File: config.mk
export PLATFORM = sky130hd
export DESIGN_NAME = fft_bf_sequencer
export DESIGN_NICKNAME = d
export VERILOG_FILES = /design/src/rtl/fft_pkg.sv /design/src/rtl/fft_bf_addr_calc.sv /design/src/rtl/fft_bf_sequencer.sv
export SDC_FILE = /design/constraint.sdc
export NUM_CORES = 1
export LEC_CHECK = 0
export ABC_AREA = 1
export CORE_ASPECT_RATIO = 2
export CORE_MARGIN = 10
export CORE_UTILIZATION = 58
export CTS_BUF_LIST = sky130_fd_sc_hd__clkbuf_8
export CTS_CLUSTER_SIZE = 25
export DETAILED_ROUTE_END_ITERATION = 8
export PLACE_DENSITY = 0.9
export REMOVE_ABC_BUFFERS = 1
export SYNTH_ARGS = -nofsm -noshare
export SYNTH_HDL_FRONTEND = slang
export SYNTH_HIERARCHICAL = 1
export SYNTH_SLANG_ARGS = --single-unit
export TNS_END_PERCENT = 20
File: constraint.sdc
create_clock -name clk -period 2.9 [get_ports clk]
set_clock_uncertainty 0.1 [all_clocks]
set_input_delay 0.87 -clock clk [delete_from_list [all_inputs] [get_ports clk]]
set_output_delay 0.87 -clock clk [all_outputs]
set_load 0.005 [all_outputs]
File: src/rtl/fft_pkg.sv
// Shared constants and types for the FFT butterfly sequencer.
// Holds the FFT size, the address/counter widths, the sequencer state
// encoding and the stage-index type used by the sequencer and the
// address calculator.
package fft_pkg;

    localparam int unsigned LOG_N   = 4;
    localparam int unsigned N       = 1 << LOG_N;
    localparam int unsigned HALF_N  = N / 2;
    localparam int unsigned ADDR_W  = LOG_N;      // data-memory address width
    localparam int unsigned TW_W    = LOG_N - 1;  // twiddle ROM address width
    localparam int unsigned J_W     = LOG_N - 1;  // butterfly index within a stage
    localparam int unsigned STAGE_W = 2;          // holds 0..LOG_N-1
    localparam int unsigned GAP_W   = 4;          // inter-stage gap counter, 0..15

    typedef logic [STAGE_W-1:0] stage_t;

    typedef enum logic [1:0] {
        ST_IDLE  = 2'd0,
        ST_RUN   = 2'd1,
        ST_GAP   = 2'd2,
        ST_DRAIN = 2'd3
    } seq_state_e;

endpackage

File: src/rtl/fft_bf_addr_calc.sv
// Combinational butterfly address generator for a radix-2 DIT FFT with
// bit-reversed input.
//   s_i       : stage index
//   j_i       : butterfly index within the stage
//   addr_a_o  : upper input address  = grp*2h + pos
//   addr_b_o  : lower input address  = addr_a + h
//   tw_o      : twiddle ROM address  = pos << (LOG_N-1-s)
// with h = 2**s, pos = j & (h-1), grp = j >> s.
module fft_bf_addr_calc
    import fft_pkg::*;
(
    input  logic [STAGE_W-1:0] s_i,
    input  logic [J_W-1:0]     j_i,
    output logic [ADDR_W-1:0]  addr_a_o,
    output logic [ADDR_W-1:0]  addr_b_o,
    output logic [TW_W-1:0]    tw_o
);

    logic [ADDR_W-1:0]  j_c;
    logic [ADDR_W-1:0]  h_c;
    logic [ADDR_W-1:0]  pos_c;
    logic [ADDR_W-1:0]  grp_c;
    logic [ADDR_W-1:0]  a_c;
    logic [STAGE_W-1:0] tw_sh_c;

    // Split j into group and in-group position, then rebuild the addresses.
    always_comb begin
        j_c     = ADDR_W'(j_i);
        h_c     = ADDR_W'(1) << s_i;
        pos_c   = j_c & (h_c - ADDR_W'(1));
        grp_c   = j_c >> s_i;
        // Two shifts instead of s+1 so s=LOG_N-1 does not wrap the shift amount.
        a_c     = ((grp_c << s_i) << 1) + pos_c;
        tw_sh_c = STAGE_W'(LOG_N - 1) - s_i;
    end

    assign addr_a_o = a_c;
    assign addr_b_o = a_c + h_c;
    // pos < 2**s, so the shifted value always fits the twiddle address.
    assign tw_o     = TW_W'(pos_c << tw_sh_c);

endmodule

File: src/rtl/fft_bf_sequencer.sv
// Butterfly sequencer: requester side of the FFT twiddle ROM.
// Walks every butterfly of an in-place N-point FFT, stage by stage, issuing
// the twiddle ROM read one cycle after the issue decision and presenting
// the matching data addresses one cycle later, aligned with the ROM output.
//   clk, rst      : clock, synchronous active-high reset
//   start         : frame start, only honoured in IDLE
//   stall         : holds off new butterfly issue while in RUN
//   tf_addr(_nd)  : twiddle ROM address and read strobe
//   bf_nd         : butterfly valid, aligned with the ROM's tf_out
//   bf_addr_a/b   : data addresses of the butterfly inputs
//   bf_stage      : stage of the presented butterfly
//   bf_last       : final butterfly of the frame (only with bf_nd)
//   busy, done    : frame in progress / one-cycle end-of-frame pulse
module fft_bf_sequencer
    import fft_pkg::*;
#(
    parameter int unsigned GAP_CYCLES = 4
) (
    input  logic               clk,
    input  logic               rst,
    input  logic               start,
    input  logic               stall,
    output logic [TW_W-1:0]    tf_addr,
    output logic               tf_addr_nd,
    output logic               bf_nd,
    output logic [ADDR_W-1:0]  bf_addr_a,
    output logic [ADDR_W-1:0]  bf_addr_b,
    output logic [STAGE_W-1:0] bf_stage,
    output logic               bf_last,
    output logic               busy,
    output logic               done
);

    localparam logic [GAP_W-1:0] GAP_LOAD = GAP_W'(GAP_CYCLES);

    seq_state_e         state_q;
    stage_t             s_q;
    logic [J_W-1:0]     j_q;
    logic [GAP_W-1:0]   gap_q;
    logic               drain_q;

    // First pipeline stage: twiddle request plus the data side waiting for tf_out.
    logic [TW_W-1:0]    tf_addr_q;
    logic               tf_nd_q;
    logic [ADDR_W-1:0]  p1_a_q;
    logic [ADDR_W-1:0]  p1_b_q;
    stage_t             p1_stage_q;
    logic               p1_last_q;

    // Second pipeline stage: butterfly presented to the datapath.
    logic               bf_nd_q;
    logic [ADDR_W-1:0]  bf_a_q;
    logic [ADDR_W-1:0]  bf_b_q;
    stage_t             bf_stage_q;
    logic               bf_last_q;

    logic               busy_q;
    logic               done_q;

    logic [ADDR_W-1:0]  calc_a_c;
    logic [ADDR_W-1:0]  calc_b_c;
    logic [TW_W-1:0]    calc_tw_c;
    logic               issue_c;
    logic               last_j_c;
    logic               last_s_c;

    fft_bf_addr_calc u_addr_calc (
        .s_i      (s_q),
        .j_i      (j_q),
        .addr_a_o (calc_a_c),
        .addr_b_o (calc_b_c),
        .tw_o     (calc_tw_c)
    );

    assign issue_c  = (state_q == ST_RUN) && !stall;
    assign last_j_c = (j_q == J_W'(HALF_N - 1));
    assign last_s_c = (s_q == stage_t'(LOG_N - 1));

    // Sequencer FSM, counters and the two-deep alignment pipeline.
    always_ff @(posedge clk) begin
        if (rst) begin
            state_q    <= ST_IDLE;
            s_q        <= '0;
            j_q        <= '0;
            gap_q      <= '0;
            drain_q    <= 1'b0;
            tf_addr_q  <= '0;
            tf_nd_q    <= 1'b0;
            p1_a_q     <= '0;
            p1_b_q     <= '0;
            p1_stage_q <= '0;
            p1_last_q  <= 1'b0;
            bf_nd_q    <= 1'b0;
            bf_a_q     <= '0;
            bf_b_q     <= '0;
            bf_stage_q <= '0;
            bf_last_q  <= 1'b0;
            busy_q     <= 1'b0;
            done_q     <= 1'b0;
        end else begin
            done_q <= 1'b0;

            // Pipeline advances every cycle; stall only blocks new issue.
            tf_nd_q <= issue_c;
            if (issue_c) begin
                tf_addr_q  <= calc_tw_c;
                p1_a_q     <= calc_a_c;
                p1_b_q     <= calc_b_c;
                p1_stage_q <= s_q;
                p1_last_q  <= last_s_c && last_j_c;
            end

            bf_nd_q   <= tf_nd_q;
            bf_last_q <= tf_nd_q && p1_last_q;
            if (tf_nd_q) begin
                bf_a_q     <= p1_a_q;
                bf_b_q     <= p1_b_q;
                bf_stage_q <= p1_stage_q;
            end

            case (state_q)
                ST_IDLE: begin
                    if (start) begin
                        state_q <= ST_RUN;
                        s_q     <= '0;
                        j_q     <= '0;
                        busy_q  <= 1'b1;
                    end
                end
                ST_RUN: begin
                    if (!stall) begin
                        if (!last_j_c) begin
                            j_q <= j_q + J_W'(1);
                        end else if (last_s_c) begin
                            state_q <= ST_DRAIN;
                            drain_q <= 1'b0;
                        end else if (GAP_CYCLES == 0) begin
                            s_q <= s_q + stage_t'(1);
                            j_q <= '0;
                        end else begin
                            state_q <= ST_GAP;
                            gap_q   <= GAP_LOAD;
                        end
                    end
                end
                ST_GAP: begin
                    if (gap_q <= GAP_W'(1)) begin
                        state_q <= ST_RUN;
                        s_q     <= s_q + stage_t'(1);
                        j_q     <= '0;
                        gap_q   <= '0;
                    end else begin
                        gap_q <= gap_q - GAP_W'(1);
                    end
                end
                ST_DRAIN: begin
                    // Two cycles: last tf_addr_nd, then last bf_nd.
                    if (drain_q) begin
                        state_q <= ST_IDLE;
                        drain_q <= 1'b0;
                        done_q  <= 1'b1;
                        busy_q  <= 1'b0;
                    end else begin
                        drain_q <= 1'b1;
                    end
                end
                default: begin
                    state_q <= ST_IDLE;
                end
            endcase
        end
    end

    assign tf_addr    = tf_addr_q;
    assign tf_addr_nd = tf_nd_q;
    assign bf_nd      = bf_nd_q;
    assign bf_addr_a  = bf_a_q;
    assign bf_addr_b  = bf_b_q;
    assign bf_stage   = bf_stage_q;
    assign bf_last    = bf_last_q;
    assign busy       = busy_q;
    assign done       = done_q;

endmodule

==> flow_metrics.tcl, run 1 <==
set metrics [dict create \
    required_ns 2.99 \
    synthAdderAreaFrac_pct 7.04 \
    netlist_instances 275 \
    status "complete, no violations" \
    synth_top_family_by_area "simple AND/OR/NAND/NOR gates" \
    ioPinCount 22 \
    synth-xor-area-share_pct 0.440 \
    hold_buffers 0 \
    grt_overflow 0 \
    grt_pass1_wl_um 6850 \
    hpwl_um 3030 \
    syn_avg_cell_area_um2 7.24 \
    reg2regPathDepth 12 \
    globalplace.congestion 0.822 \
    start_kind "flop" \
    hold_path_class "reg -> reg" \
    grtUsageTotal_pct 14.0 \
    drv_cap 0 \
    clock-sinks 41 \
    cts-root-buf "clkbuf_8" \
    avgViaCountPerCell 5.40 \
    postPlaceCellArea_um2 2210 \
    grt_max_degree 30 \
    final_cell_mix "nand2_1, nor2_1, dfxtp_1" \
    first_pass_iters 4 \
    rr_endpoint "p1_b_q[3]$_SDFFE_PP0P_" \
    wl_per_cell_um 12.5 \
    min_period_ns 2.49 \
    ys_warn_count 6 \
    cp.arrival_ns 2.58 \
    cts_max_level 2 \
    dp_cells 323 \
    yosysUniqueCellTypes 29 \
    endpoint "p1_b_q[3]$_SDFFE_PP0P_" \
    finalCritPeriodShare_pct 86.0 \
    post_cts_buffers 0 \
    drc 0 \
    nNetsFinal 312 \
    rsz0062_at_grt "false" \
    crit_type "reg -> reg" \
    fp.dieH_um 103 \
    hold_viol_final 0 \
    async_flop_share_pct 0 \
    antenna_left 0 \
    crit_path_max_fanout 9 \
    synth_top_area_share_pct 41.2 \
    seq_area_frac_synth_pct 41.2 \
    route.vias.total 1787 \
    end_kind "flop" \
    dieArea_um2 6320 \
    initial_core_util_pct 59.6 \
    cts_resized 0 \
    cts_made_buffers 5 \
    final_common_cell "nand2_1" \
    fillers 273 \
    clk_path_buf_depth 2 \
    clkSlewWorstSetupHoldPaths_ns 0.08 \
    port_buffers 21 \
    grt_pass1_vias 1654 \
    die_w_um 61.4 \
    antenna_found_initial 0 \
    r2r-start "s_q[1]$_SDFFE_PP0P_" \
    vdd_ir_drop_max_v 0.000504 \
    final_area_um2 2290 \
    startpoint "s_q[1]$_SDFFE_PP0P_" \
    drt_iter0_drc 44 \
    cts_tree "built" \
    synth_flop_cell "dfxtp_1" \
    coreArea_um2 3340 \
    setup_violations 0 \
    wirelength_um 4130 \
    synthTopCellsByArea "dfxtp_1, nand2_1, nor2_1, inv_1, o21ai_0" \
    synth_seq_cells 41 \
    power_mw 1.63 \
    yosys.area_share.simple_pct 26.7 \
    synth_edf_count 0 \
    area_growth_pct 15.1 \
    yosysTopAreaCell "dfxtp_1" \
    clk_latency_ns 0.29 \
    leakage_nw 1.09 \
    synth_area_um2 1990 \
    slew_viol_final 0 \
    n_antenna_cell 0 \
    fin_setup_tns_ns 0 \
    drive_gt1_share_pct 7.69 \
    synthMuxAreaShare_pct 0 \
    reg2reg_setup_slack_ns 0.41 \
    rows 30 \
    clock.fmax_mhz 401 \
    power_density_nw_per_um2 710 \
    final_cells 331 \
    postLayoutCoreUtil_pct 68.6 \
    synth_compound_area_share_pct 13.4 \
]
## worst max-delay path: stages (launching register included)
cell and delay (ns):
dfxtp_1 0.49, nand2_2 0.17, inv_1 0.12, nand2_1 0.09, fa_1 0.51, inv_1 0.05, ha_1 0.30, a21oi_1 0.17
inv_1 0.06, nand3_1 0.07, nand2_1 0.05, o21ai_0 0.15, a21oi_1 0.05
## cells in the mapped netlist, types with 4 or more instances
library cell and count:
a21oi_1 22, dfxtp_1 41, ha_1 8, inv_1 37, nand2_1 46, nand2_2 6
nand3_1 18, nand4_1 4, nor2_1 42, o21ai_0 26
## how the worst min path moves through the flow
stage	startpoint	to	slack [ns]	depth (start not counted)
detailed placement	p1_last_q$_SDFFE_PP0P_	bf_last$_SDFF_PP0_	0.33	2
global placement	p1_last_q$_SDFFE_PP0P_	bf_last$_SDFF_PP0_	0.33	2
CTS	p1_last_q$_SDFFE_PP0P_	bf_last$_SDFF_PP0_	0.34	2
floorplan	p1_last_q$_SDFFE_PP0P_	bf_last$_SDFF_PP0_	0.32	2
finish	p1_last_q$_SDFFE_PP0P_	bf_last$_SDFF_PP0_	0.34	2
global route	p1_last_q$_SDFFE_PP0P_	bf_last$_SDFF_PP0_	0.35	2
## layer usage
metal / GRT usage, % / share of wire, %
met4: 7.79 / 3.1
met3: 3.33 / 4.8
met5: 0 / 0
met2: 25.1 / 53
met1: 14.0 / 39
## state kept, by name (all words and copies together) (netlist names), 3 cells and up
register   cells
bf_addr_a      4
bf_addr_b      4
gap_q          4
j_q            3
p1_a_q         4
p1_b_q         4
tf_addr        3
## report_power, final
part | switching (mW) | internal (mW) | leakage [nW]
Clock | 0.199 | 0.166 | 0.0439
Sequential | 0.0817 | 0.649 | 0.335
Combinational | 0.325 | 0.208 | 0.710
Total | 0.605 | 1.02 | 1.09
## through the flow
stage / hold WS, ns / worst slack [ns]
detailed placement: 0.329 / 0.438
global placement: 0.330 / 0.517
floorplan: 0.319 / 0.608
CTS: 0.340 / 0.411
global route: 0.353 / 0.209
finish: 0.341 / 0.406
## cells by family after synthesis
family                   count (synthesis)
XOR/XNOR                                 1
adder cells (fa/ha/maj)                 10
flip-flops                              41
buffers and inverters                   48
other                                    1
AO/OA/AOI/OAI                           52
AND/OR/NAND/NOR                        122
## cell type report
type | instances | area (µm²) | share of cell area, %
repair buffers | 24 | 233 | 10.2
well taps | 32 | 40.0 | 1.75
multi-input cells | 186 | 952 | 41.5
clock inverters | 3 | 17.5 | 0.764
inverters | 40 | 160 | 6.99
clock buffers | 5 | 68.8 | 3.00
flip-flops and latches | 41 | 821 | 35.8
Note: power is estimated with default switching activity, not from simulation.
==> inputs of run 2 (changes only) <==
--- a/config.mk
+++ b/config.mk
@@ -13,7 +13,6 @@
 export CTS_CLUSTER_SIZE = 25
 export DETAILED_ROUTE_END_ITERATION = 8
 export PLACE_DENSITY = 0.9
-export REMOVE_ABC_BUFFERS = 1
 export SYNTH_ARGS = -nofsm -noshare
 export SYNTH_HDL_FRONTEND = slang
 export SYNTH_HIERARCHICAL = 1
==> flow_metrics.tcl, run 2 (synthesis gave the netlist of run 1 again) <==
set metrics [dict create \
    final_area_um2 2300 \
    rr_endpoint "p1_b_q[3]$_SDFFE_PP0P_" \
    globalplace.congestion 0.825 \
    port_buffers 21 \
    initial_core_util_pct 59.6 \
    clkSlewWorstSetupHoldPaths_ns 0.09 \
    grt_pass1_wl_um 7070 \
    hold_end "p1_a_q[1]$_SDFFE_PP0P_" \
    first_pass_iters 7 \
    antenna_left 0 \
    final.setup.worst_slack_ns 0.308 \
    setup_violations 0 \
    clk_path_buf_depth 2 \
    clk_latency_ns 0.30 \
    drive_gt1_share_pct 7.69 \
    ioPinCount 22 \
    drc 0 \
    dieArea_um2 6320 \
    clkPwrFrac_pct 23.7 \
    start_kind "flop" \
    drv_cap 0 \
    p_int_mw 1.03 \
    fp.dieH_um 103 \
    cp.arrival_ns 2.68 \
    slew_viol_final 0 \
    grtUsageTotal_pct 14.5 \
    area_growth_pct 15.5 \
    p_sw_share_pct 37.6 \
    reg2reg_setup_slack_ns 0.31 \
    cts-root-buf "clkbuf_8" \
    nNetsFinal 312 \
    post-place-ws_ns 0.376 \
    crit_type "reg -> reg" \
    drt_iter0_drc 44 \
    combPwrFrac_pct 32.2 \
    clock-sinks 41 \
    clock.fmax_mhz 386 \
    die_w_um 61.4 \
    min_period_ns 2.59 \
    power_frac_seq_pct 44.2 \
    avgViaCountPerCell 5.43 \
    reg2regPathDepth 12 \
    finalCritPeriodShare_pct 89.4 \
    p_sw_mw 0.621 \
    grt_max_degree 30 \
    wirelength_um 4220 \
    rsz0062_at_grt "false" \
    post_cts_buffers 0 \
    end_kind "flop" \
    postPlaceCellArea_um2 2210 \
    grt_pass1_vias 1713 \
    power_density_nw_per_um2 719 \
    wl_per_cell_um 12.8 \
    leakage_nw 1.09 \
    cts_resized 0 \
    final_cell_mix "nand2_1, nor2_1, dfxtp_1" \
    hold_viol_final 0 \
    fillers 282 \
    fin_setup_tns_ns 0 \
    rows 30 \
    min_path_cells 2 \
    route.vias.total 1798 \
    grt_overflow 0 \
    hold_path_class "reg -> reg" \
    required_ns 2.99 \
    synth.net_count 289 \
    coreArea_um2 3340 \
    crit_path_max_fanout 9 \
    final_common_cell "nand2_1" \
    cts_max_level 2 \
    hpwl_um 3230 \
    cts_made_buffers 5 \
    antenna_found_initial 0 \
    hold_path_startpoint "p1_a_q[1]$_SDFFE_PP0P_" \
    cts_tree "built" \
    hold_buffers 0 \
    r2r-start "s_q[1]$_SDFFE_PP0P_" \
    n_antenna_cell 0 \
    status "complete, no violations" \
    vdd_ir_drop_max_v 0.000629 \
]
==> run 2: layout make-up <==
type	instances	area, µm²	area share (%)
inverter	40	160	6.96
clock buffer	5	68.8	2.99
clock inverter	3	25.0	1.09
timing repair buffer	24	233	10.1
sequential	41	821	35.7
tap	32	40.0	1.74
multi-input combinational	186	952	41.4
==> run 2: worst max path at each step <==
stage / end / slack, ns / startpoint
2_1_floorplan: p1_b_q[3]$_SDFFE_PP0P_ / 0.61 / j_q[0]$_SDFFE_PP0P_
3_3_place_gp: p1_b_q[3]$_SDFFE_PP0P_ / 0.50 / s_q[1]$_SDFFE_PP0P_
3_5_place_dp: p1_b_q[3]$_SDFFE_PP0P_ / 0.38 / s_q[1]$_SDFFE_PP0P_
4_1_cts: p1_b_q[3]$_SDFFE_PP0P_ / 0.35 / s_q[1]$_SDFFE_PP0P_
5_1_grt: p1_b_q[3]$_SDFFE_PP0P_ / 0.17 / j_q[0]$_SDFFE_PP0P_
6_report: p1_b_q[3]$_SDFFE_PP0P_ / 0.31 / s_q[1]$_SDFFE_PP0P_
==> run 2: per-stage QoR <==
stage,power [mW],cells,hold slack [ns],utilization [%]
after CTS,1.65,331,0.354,68.8
after global placement,1.25,323,0.329,66.0
after floorplan,1.13,275,0.319,-
after global routing,1.77,331,0.373,68.8
after detailed placement,1.27,323,0.342,66.0
final,1.65,331,0.353,68.8
==> run 2: worst max-delay path: stages, from the launching register on <==
cell	delay (ns)
dfxtp_1	0.50
nand2_2	0.17
inv_1	0.13
nand2_1	0.10
fa_1	0.53
inv_1	0.05
ha_1	0.31
a21oi_1	0.19
inv_1	0.06
nand3_1	0.08
nand2_1	0.05
o21ai_0	0.15
a21oi_1	0.06
==> run 2: power groups by stage <==
| stage | Clock [mW] | Combinational (mW) | Sequential [mW] |
|---|---|---|---|
| 2_1_floorplan | 0 | 0.408 | 0.720 |
| 3_3_place_gp | 0 | 0.509 | 0.737 |
| 3_5_place_dp | 0 | 0.527 | 0.743 |
| 4_1_cts | 0.393 | 0.531 | 0.729 |
| 5_1_grt | 0.414 | 0.615 | 0.742 |
| 6_report | 0.391 | 0.532 | 0.730 |
==> run 2: metal layers <==
layer  wire length, µm  up-vias  share of wire (%)  track usage [%]
met3               192       11                4.5             3.45
met5                 0        -                  0                0
li1                  -      921                  -                -
met4               118        0                2.8             8.13
met1              1540      823                 37             12.6
met2              2370       43                 56             27.8
==> inputs of run 3 (changes only) <==
--- a/config.mk
+++ b/config.mk
@@ -12,6 +12,7 @@
 export CTS_BUF_LIST = sky130_fd_sc_hd__clkbuf_8
 export CTS_CLUSTER_SIZE = 25
 export DETAILED_ROUTE_END_ITERATION = 8
+export GPL_ROUTABILITY_DRIVEN = 0
 export PLACE_DENSITY = 0.9
 export SYNTH_ARGS = -nofsm -noshare
 export SYNTH_HDL_FRONTEND = slang
==> results of run 3 <==
Same layout as run 2: the final DEF is identical, and so are final timing and power.
